==> config.mk <==
export PLATFORM = sky130hd
export DESIGN_NAME = psum_accumulator
export DESIGN_NICKNAME = d
export VERILOG_FILES = /design/src/rtl/tpu_pkg.sv /design/src/rtl/psum_acc_lane.sv /design/src/rtl/psum_accumulator.sv
export SDC_FILE = /design/constraint.sdc
export NUM_CORES = 1
export LEC_CHECK = 0
export BUFFER_PORTS_ARGS = -buffer_cell sky130_fd_sc_hd__buf_2
export CELL_PAD_IN_SITES_DETAIL_PLACEMENT = 1
export CELL_PAD_IN_SITES_GLOBAL_PLACEMENT = 2
export CORE_MARGIN = 2
export CORE_UTILIZATION = 34
export DETAILED_ROUTE_END_ITERATION = 16
export GPL_ROUTABILITY_DRIVEN = 0
export PLACE_DENSITY_LB_ADDON = 0.05
export SLEW_MARGIN = 15
export SYNTH_ARGS = -nofsm -noshare
export SYNTH_HDL_FRONTEND = slang
export SYNTH_SLANG_ARGS = --single-unit
==> constraint.sdc <==
create_clock -name clk -period 7.1 [get_ports clk]
set_input_delay 0.71 -clock clk [delete_from_list [all_inputs] [get_ports clk]]
set_output_delay 0.71 -clock clk [all_outputs]
set_load 0.01 [all_outputs]
==> src/rtl/tpu_pkg.sv <==
// Shared constants and FSM encoding for the TPU partial-sum path.
// Widths are Q16.16 operands, Q32.32 products, Q37.32 accumulators.
package tpu_pkg;
   localparam int DATA_WIDTH = 32;
   localparam int GUARD_BITS = 5;
   localparam int PSUM_WIDTH = 2 * DATA_WIDTH;
   localparam int ACC_WIDTH  = 2 * DATA_WIDTH + GUARD_BITS;
   localparam int CNT_WIDTH  = 7;

   typedef enum logic [1:0] {
      IDLE  = 2'd0,
      ACCUM = 2'd1,
      HOLD  = 2'd2
   } acc_state_e;
endpackage

==> src/rtl/psum_acc_lane.sv <==
// One lane: sign-extend a Q32.32 psum and load or add it into a Q37.32 register.
// Result visible one cycle after load_i; the lane has no handshake of its own.
module psum_acc_lane import tpu_pkg::*; #(
   parameter int PSUM_WIDTH = tpu_pkg::PSUM_WIDTH,
   parameter int ACC_WIDTH  = tpu_pkg::ACC_WIDTH
) (
   input  logic                  clk_i,
   input  logic                  rst_i,
   input  logic                  load_i,
   input  logic                  restart_i,
   input  logic [PSUM_WIDTH-1:0] psum_i,
   output logic [ACC_WIDTH-1:0]  acc_o
);
   logic [ACC_WIDTH-1:0] acc_q, acc_d, psum_ext;

   assign psum_ext = {{(ACC_WIDTH - PSUM_WIDTH){psum_i[PSUM_WIDTH-1]}}, psum_i};

   // Wraps modulo 2^ACC_WIDTH; saturation belongs to the quantize stage.
   always_comb begin
      acc_d = acc_q;
      if (load_i) begin
         acc_d = restart_i ? psum_ext : acc_q + psum_ext;
      end
   end

   always_ff @(posedge clk_i) begin
      if (rst_i) begin
         acc_q <= '0;
      end else begin
         acc_q <= acc_d;
      end
   end

   assign acc_o = acc_q;
endmodule

==> src/rtl/psum_accumulator.sv <==
// Multi-lane partial-sum reducer: result valid 1 cycle after the last beat is accepted.
// in_ready drops while the result is held; out_acc/term_ovf stay stable until out_ready.
module psum_accumulator import tpu_pkg::*; #(
   parameter int ARRAY_SIZE = 4,
   parameter int DATA_WIDTH = tpu_pkg::DATA_WIDTH,
   parameter int GUARD_BITS = tpu_pkg::GUARD_BITS
) (
   input  logic                                          clk,
   input  logic                                          rst,
   input  logic                                          in_valid,
   output logic                                          in_ready,
   input  logic [ARRAY_SIZE*(2*DATA_WIDTH)-1:0]          in_psum,
   input  logic                                          in_first,
   input  logic                                          in_last,
   output logic                                          out_valid,
   input  logic                                          out_ready,
   output logic [ARRAY_SIZE*(2*DATA_WIDTH+GUARD_BITS)-1:0] out_acc,
   output logic                                          term_ovf
);
   localparam int PSUM_WIDTH = 2 * DATA_WIDTH;
   localparam int ACC_WIDTH  = 2 * DATA_WIDTH + GUARD_BITS;
   localparam int OVF_LIMIT  = 1 << GUARD_BITS;
   localparam logic [CNT_WIDTH-1:0] CNT_MAX = '1;

   acc_state_e           state_q, state_d;
   logic [CNT_WIDTH-1:0] cnt_q, cnt_d;
   logic                 ovf_q, ovf_d;
   logic                 accept;
   logic                 restart;

   assign in_ready  = (state_q != HOLD);
   assign accept    = in_valid && in_ready;
   // A beat arriving in IDLE always opens a new reduction, whatever in_first says.
   assign restart   = (state_q == IDLE) || in_first;
   assign out_valid = (state_q == HOLD);
   assign term_ovf  = ovf_q;

   always_comb begin
      state_d = state_q;
      cnt_d   = cnt_q;
      ovf_d   = ovf_q;
      case (state_q)
         IDLE, ACCUM: begin
            if (accept) begin
               state_d = in_last ? HOLD : ACCUM;
            end
         end
         HOLD: begin
            if (out_ready) begin
               state_d = IDLE;
            end
         end
         default: state_d = IDLE;
      endcase
      if (accept) begin
         if (restart) begin
            cnt_d = CNT_WIDTH'(1);
         end else if (cnt_q != CNT_MAX) begin
            cnt_d = cnt_q + 1'b1;
         end
         ovf_d = (int'(cnt_d) > OVF_LIMIT);
      end
   end

   always_ff @(posedge clk) begin
      if (rst) begin
         state_q <= IDLE;
         cnt_q   <= '0;
         ovf_q   <= 1'b0;
      end else begin
         state_q <= state_d;
         cnt_q   <= cnt_d;
         ovf_q   <= ovf_d;
      end
   end

   for (genvar g = 0; g < ARRAY_SIZE; g++) begin : g_lane
      psum_acc_lane #(
         .PSUM_WIDTH (PSUM_WIDTH),
         .ACC_WIDTH  (ACC_WIDTH)
      ) u_lane (
         .clk_i     (clk),
         .rst_i     (rst),
         .load_i    (accept),
         .restart_i (restart),
         .psum_i    (in_psum[g*PSUM_WIDTH +: PSUM_WIDTH]),
         .acc_o     (out_acc[g*ACC_WIDTH +: ACC_WIDTH])
      );
   end
endmodule

==> tab_implementation.tex <==
\begin{tabular}{lr}
\hline
Metric & Value \\
\hline
\multicolumn{2}{l}{\textbf{Synth}} \\
Cell type with the highest aggregate area in the netlist & dfxtp\_1 \\
Ranking of synthesized cells by area & dfxtp\_1 (21\%), ha\_1 (12\%), a21oi\_1 (8.3\%) \\
Count of flip-flops with a built-in enable after synthesis & 0 \\
Count of different cell masters after synthesis & 82 \\
Post-synthesis async set-or-reset flop share & 0\% \\
Fraction of the yosys area taken by sequential cells & 20.7\% \\
Share of the synthesized area in the top cell type & about a fifth \\
Syn Area/Cell & between 7 and 8 sq um \\
Top flip-flop cell by instance count after synthesis & dfxtp\_1 \\
Synth Cell Area & 27600 sq um \\
Post-Syn Instances & between 3000 and 4000 \\
Post-synth net total & 4404 \\
Flip-flop and latch count after synthesis & between 200 and 300 \\
Warnings from Yosys & 0 \\
\multicolumn{2}{l}{\textbf{Routing}} \\
Iteration count of the initial detailed-routing pass & 5 \\
Number of DRC violations after detailed-routing iteration 0 & $\sim$1300 \\
Total Routed Length & between 100000 and 150000 um \\
DRC & 0 \\
Number of routed nets with antenna violations & 0 \\
Routed vias/inst & roughly 5.7 \\
Detail-routed net length per standard cell & between 20 and 25 um \\
Total via count in the routed design & roughly 30000 \\
\multicolumn{2}{l}{\textbf{Final layout}} \\
Most frequent cells in the layout & nand2\_1 (553), buf\_2 (539), a21oi\_1 (459), nor2\_1 (355), dfxtp\_1 (286) \\
Nets@finish & about 4700 \\
Core utilization of the finished layout & 40.1\% \\
Number of filler cells placed in the layout & between 10000 and 15000 \\
Most common cell after layout, fill and taps aside & nand2\_1 \\
Layout cells sized above 1 & 15.3\% \\
Area growth from synthesis to final layout & 16.7\% \\
\multicolumn{2}{l}{\textbf{Floorplanning}} \\
Io pins & about 540 \\
Die Ht & 289 um \\
Row count & about 100 \\
Die Width & 289 um \\
Core ar. & between 80000 and 90000 sq um \\
Starting utilization of the core area & about 34\% \\
DIE AREA & between 80000 and 90000 sq um \\
\multicolumn{2}{l}{\textbf{Clock tree}} \\
Total clock buffers created by CTS & 43 \\
Hold\_buf cts & 0 \\
Post-cts resize count & 0 \\
TritonCTS clock tree & yes \\
Largest buffer count on any clock path & 3 \\
CTS Root Buffer Type & clkbuf\_16 \\
Buffer count from post-CTS setup fixing & 0 \\
CTS H-tree depth & 2 \\
Worst skew pair latency & roughly 0.59 ns \\
Clock transition at the register clock pins on the worst setup and hold paths after CTS & around 0.05 ns \\
Clock sinks & between 200 and 300 \\
\multicolumn{2}{l}{\textbf{Pwr}} \\
Design Power & around 6.8 mW \\
IR Drop Worst-Case VDD & approximately 0.17 mV \\
Reported leakage power & between 10 and 15 nW \\
Ratio of total power to cell area & $\sim$210 nW/um\^{}2 \\
\multicolumn{2}{l}{\textbf{Setup path}} \\
R2R cell count & 14 \\
Endpoint required time on the critical path & around 7.5 ns \\
Critical path type & flip-flop to flip-flop \\
Endpoint kind of the worst setup timing path & flip-flop \\
Arrival time reported for the critical path endpoint & 4.84 ns \\
CP Launch Type & flip-flop \\
Critical path peak fanout & 5 \\
\multicolumn{2}{l}{\textbf{Global routing}} \\
Vias in the first global route & between 30000 and 40000 \\
Congestion Overflow GR & 0 \\
Antenna violations before repair & 36 \\
Global routing usage summed across all routing layers & 26.0\% \\
Largest net degree at the start of global routing & just over 200 \\
First-pass GRT wire length & 174000 um \\
\multicolumn{2}{l}{\textbf{STA}} \\
Hold Fails Final Rpt & 0 \\
Clk\_skew & around 0.023 ns \\
Final setup violation count & 0 \\
Worst slew margin & 29.4\% \\
Maximum frequency from static timing analysis & roughly 230 MHz \\
Final Max Tran Viols & 0 \\
Slew at the pin with the worst max-slew slack & around 1.1 ns \\
Fraction of the cycle the final worst path needs & 62.4\% \\
Post-route setup TNS & 0 ns \\
Setup repair after global routing missed its margin & no \\
Final worst path period need & 4.43 ns \\
\multicolumn{2}{l}{\textbf{Flow run}} \\
Number of maximum-capacitance violations & 0 \\
\multicolumn{2}{l}{\textbf{Outcome}} \\
Run status & complete, no violations \\
\multicolumn{2}{l}{\textbf{Min path}} \\
Count of cells along the worst hold path & 3 \\
Min-Delay Path Class & input port to flip-flop \\
\multicolumn{2}{l}{\textbf{Placement}} \\
Placed wire-length estimate after detailed placement & $\sim$85000 um \\
Total of buffers placed on input and output ports & 540 \\
\hline
\end{tabular}
## where the power goes
group          leakage, nW  total, mW  switching (mW)  internal, mW
combinational         11.9       2.72            1.68          1.04
sequential            2.37       1.88           0.132          1.75
clock                0.675       2.17           0.871          1.30
total                 15.0       6.78            2.68          4.09
## synth_stat cells, types with 11 or more instances
cell type,number
nand2_1,554
a21oi_1,459
nor2_1,358
dfxtp_1,286
ha_1,273
clkbuf_1,244
o21ai_0,215
a21o_1,171
xnor2_1,161
a311oi_1,136
nand4_1,82
xor2_1,81
o21ai_1,71
inv_1,70
o21bai_1,63
a31oi_1,58
nand3_1,51
nor3_1,43
and3_1,37
a211oi_1,35
o211ai_1,35
nor2b_1,32
nand2b_1,26
o21a_1,23
or3_1,21
and2_1,18
o31ai_1,17
o221ai_1,15
o22ai_1,15
a41oi_1,12
buf_1,12
a22oi_1,11
buf_2,11
## area by class of cell
class                           instances  area [sq um]  area share (%)
Sequential cell                       286          5730            17.7
Timing Repair Buffer                  553          2860            8.86
Tap cell                             1060          1330            4.11
Inverter                               71           268           0.830
Multi-Input combinational cell       3240         20700            64.1
Clock buffer                           64          1270            3.93
Clock inverter                         11           110           0.341
Antenna cell                           17          42.5           0.132
## critical path, stage by stage, from the launching register on
cell and delay, ns:
dfxtp_1 0.36, ha_1 0.20, fa_1 0.22, a21o_1 0.13, a21oi_1 0.11, o211ai_1 0.31, a41oi_1 0.29, o41ai_2 0.64
a21oi_1 0.34, o41ai_4 0.70, a31oi_1 0.27, o31ai_2 0.32, a31oi_1 0.14, xor2_1 0.15, o22ai_1 0.08
## path summary, 6_finish.rpt
kind                                          start                                      end  slack, ns
max          g_lane[2].u_lane.acc_o[0]$_SDFFE_PP0P_  g_lane[2].u_lane.acc_o[66]$_SDFFE_PP0P_       2.67
min                                    in_psum[114]  g_lane[1].u_lane.acc_o[50]$_SDFFE_PP0P_       0.39
max reg2reg  g_lane[2].u_lane.acc_o[0]$_SDFFE_PP0P_  g_lane[2].u_lane.acc_o[66]$_SDFFE_PP0P_       2.67
min reg2reg  g_lane[0].u_lane.acc_o[2]$_SDFFE_PP0P_   g_lane[0].u_lane.acc_o[2]$_SDFFE_PP0P_       0.48
## state kept, by name, indices dropped and copies added (netlist names)
name / count
cnt_q: 7
g_lane.u_lane.acc_o: 276
state_q: 2
term_ovf: 1
## metrics by stage
| step | instance area (sq um) | setup WS, ns | hold WS [ns] | instances |
|---|---|---|---|---|
| 2_1_floorplan | 27600 | 3.31 | 0.446 | 3865 |
| 3_3_place_gp | 30800 | 2.35 | 0.467 | 5210 |
| 3_5_place_dp | 30800 | 2.28 | 0.479 | 5210 |
| 4_1_cts | 32200 | 2.67 | 0.360 | 5285 |
| 5_1_grt | 32200 | 2.49 | 0.387 | 5296 |
| 6_report | 32300 | 2.67 | 0.392 | 5302 |
## routing by layer
metal / routed length (um) / share of wire, % / global-route usage (%) / vias to the layer above
li1: - / - / - / 14874
met1: 52300 / 46 / 33.7 / 14428
met2: 51800 / 46 / 42.9 / 528
met3: 5600 / 4.9 / 5.00 / 179
met4: 3690 / 3.2 / 9.23 / 32
met5: 211 / 0.19 / 0 / -
## kinds of logic (layout without fill, tap and decap cells)
logic type                 after synthesis  in the layout  synth area share (%)
AOI/OAI and AO/OA                     1441           1441                  33.7
and+or+nand+nor                       1268           1268                  20.2
buffers and inverters                  339            699                  4.67
DFF                                    286            286                  20.7
adders and majority gates              277            277                  12.6
xor gates and xnor gates               242            242                  7.67
muxes                                   12             12                 0.444
other                                    0             17                     0
Note: power is estimated with default switching activity, not from simulation.
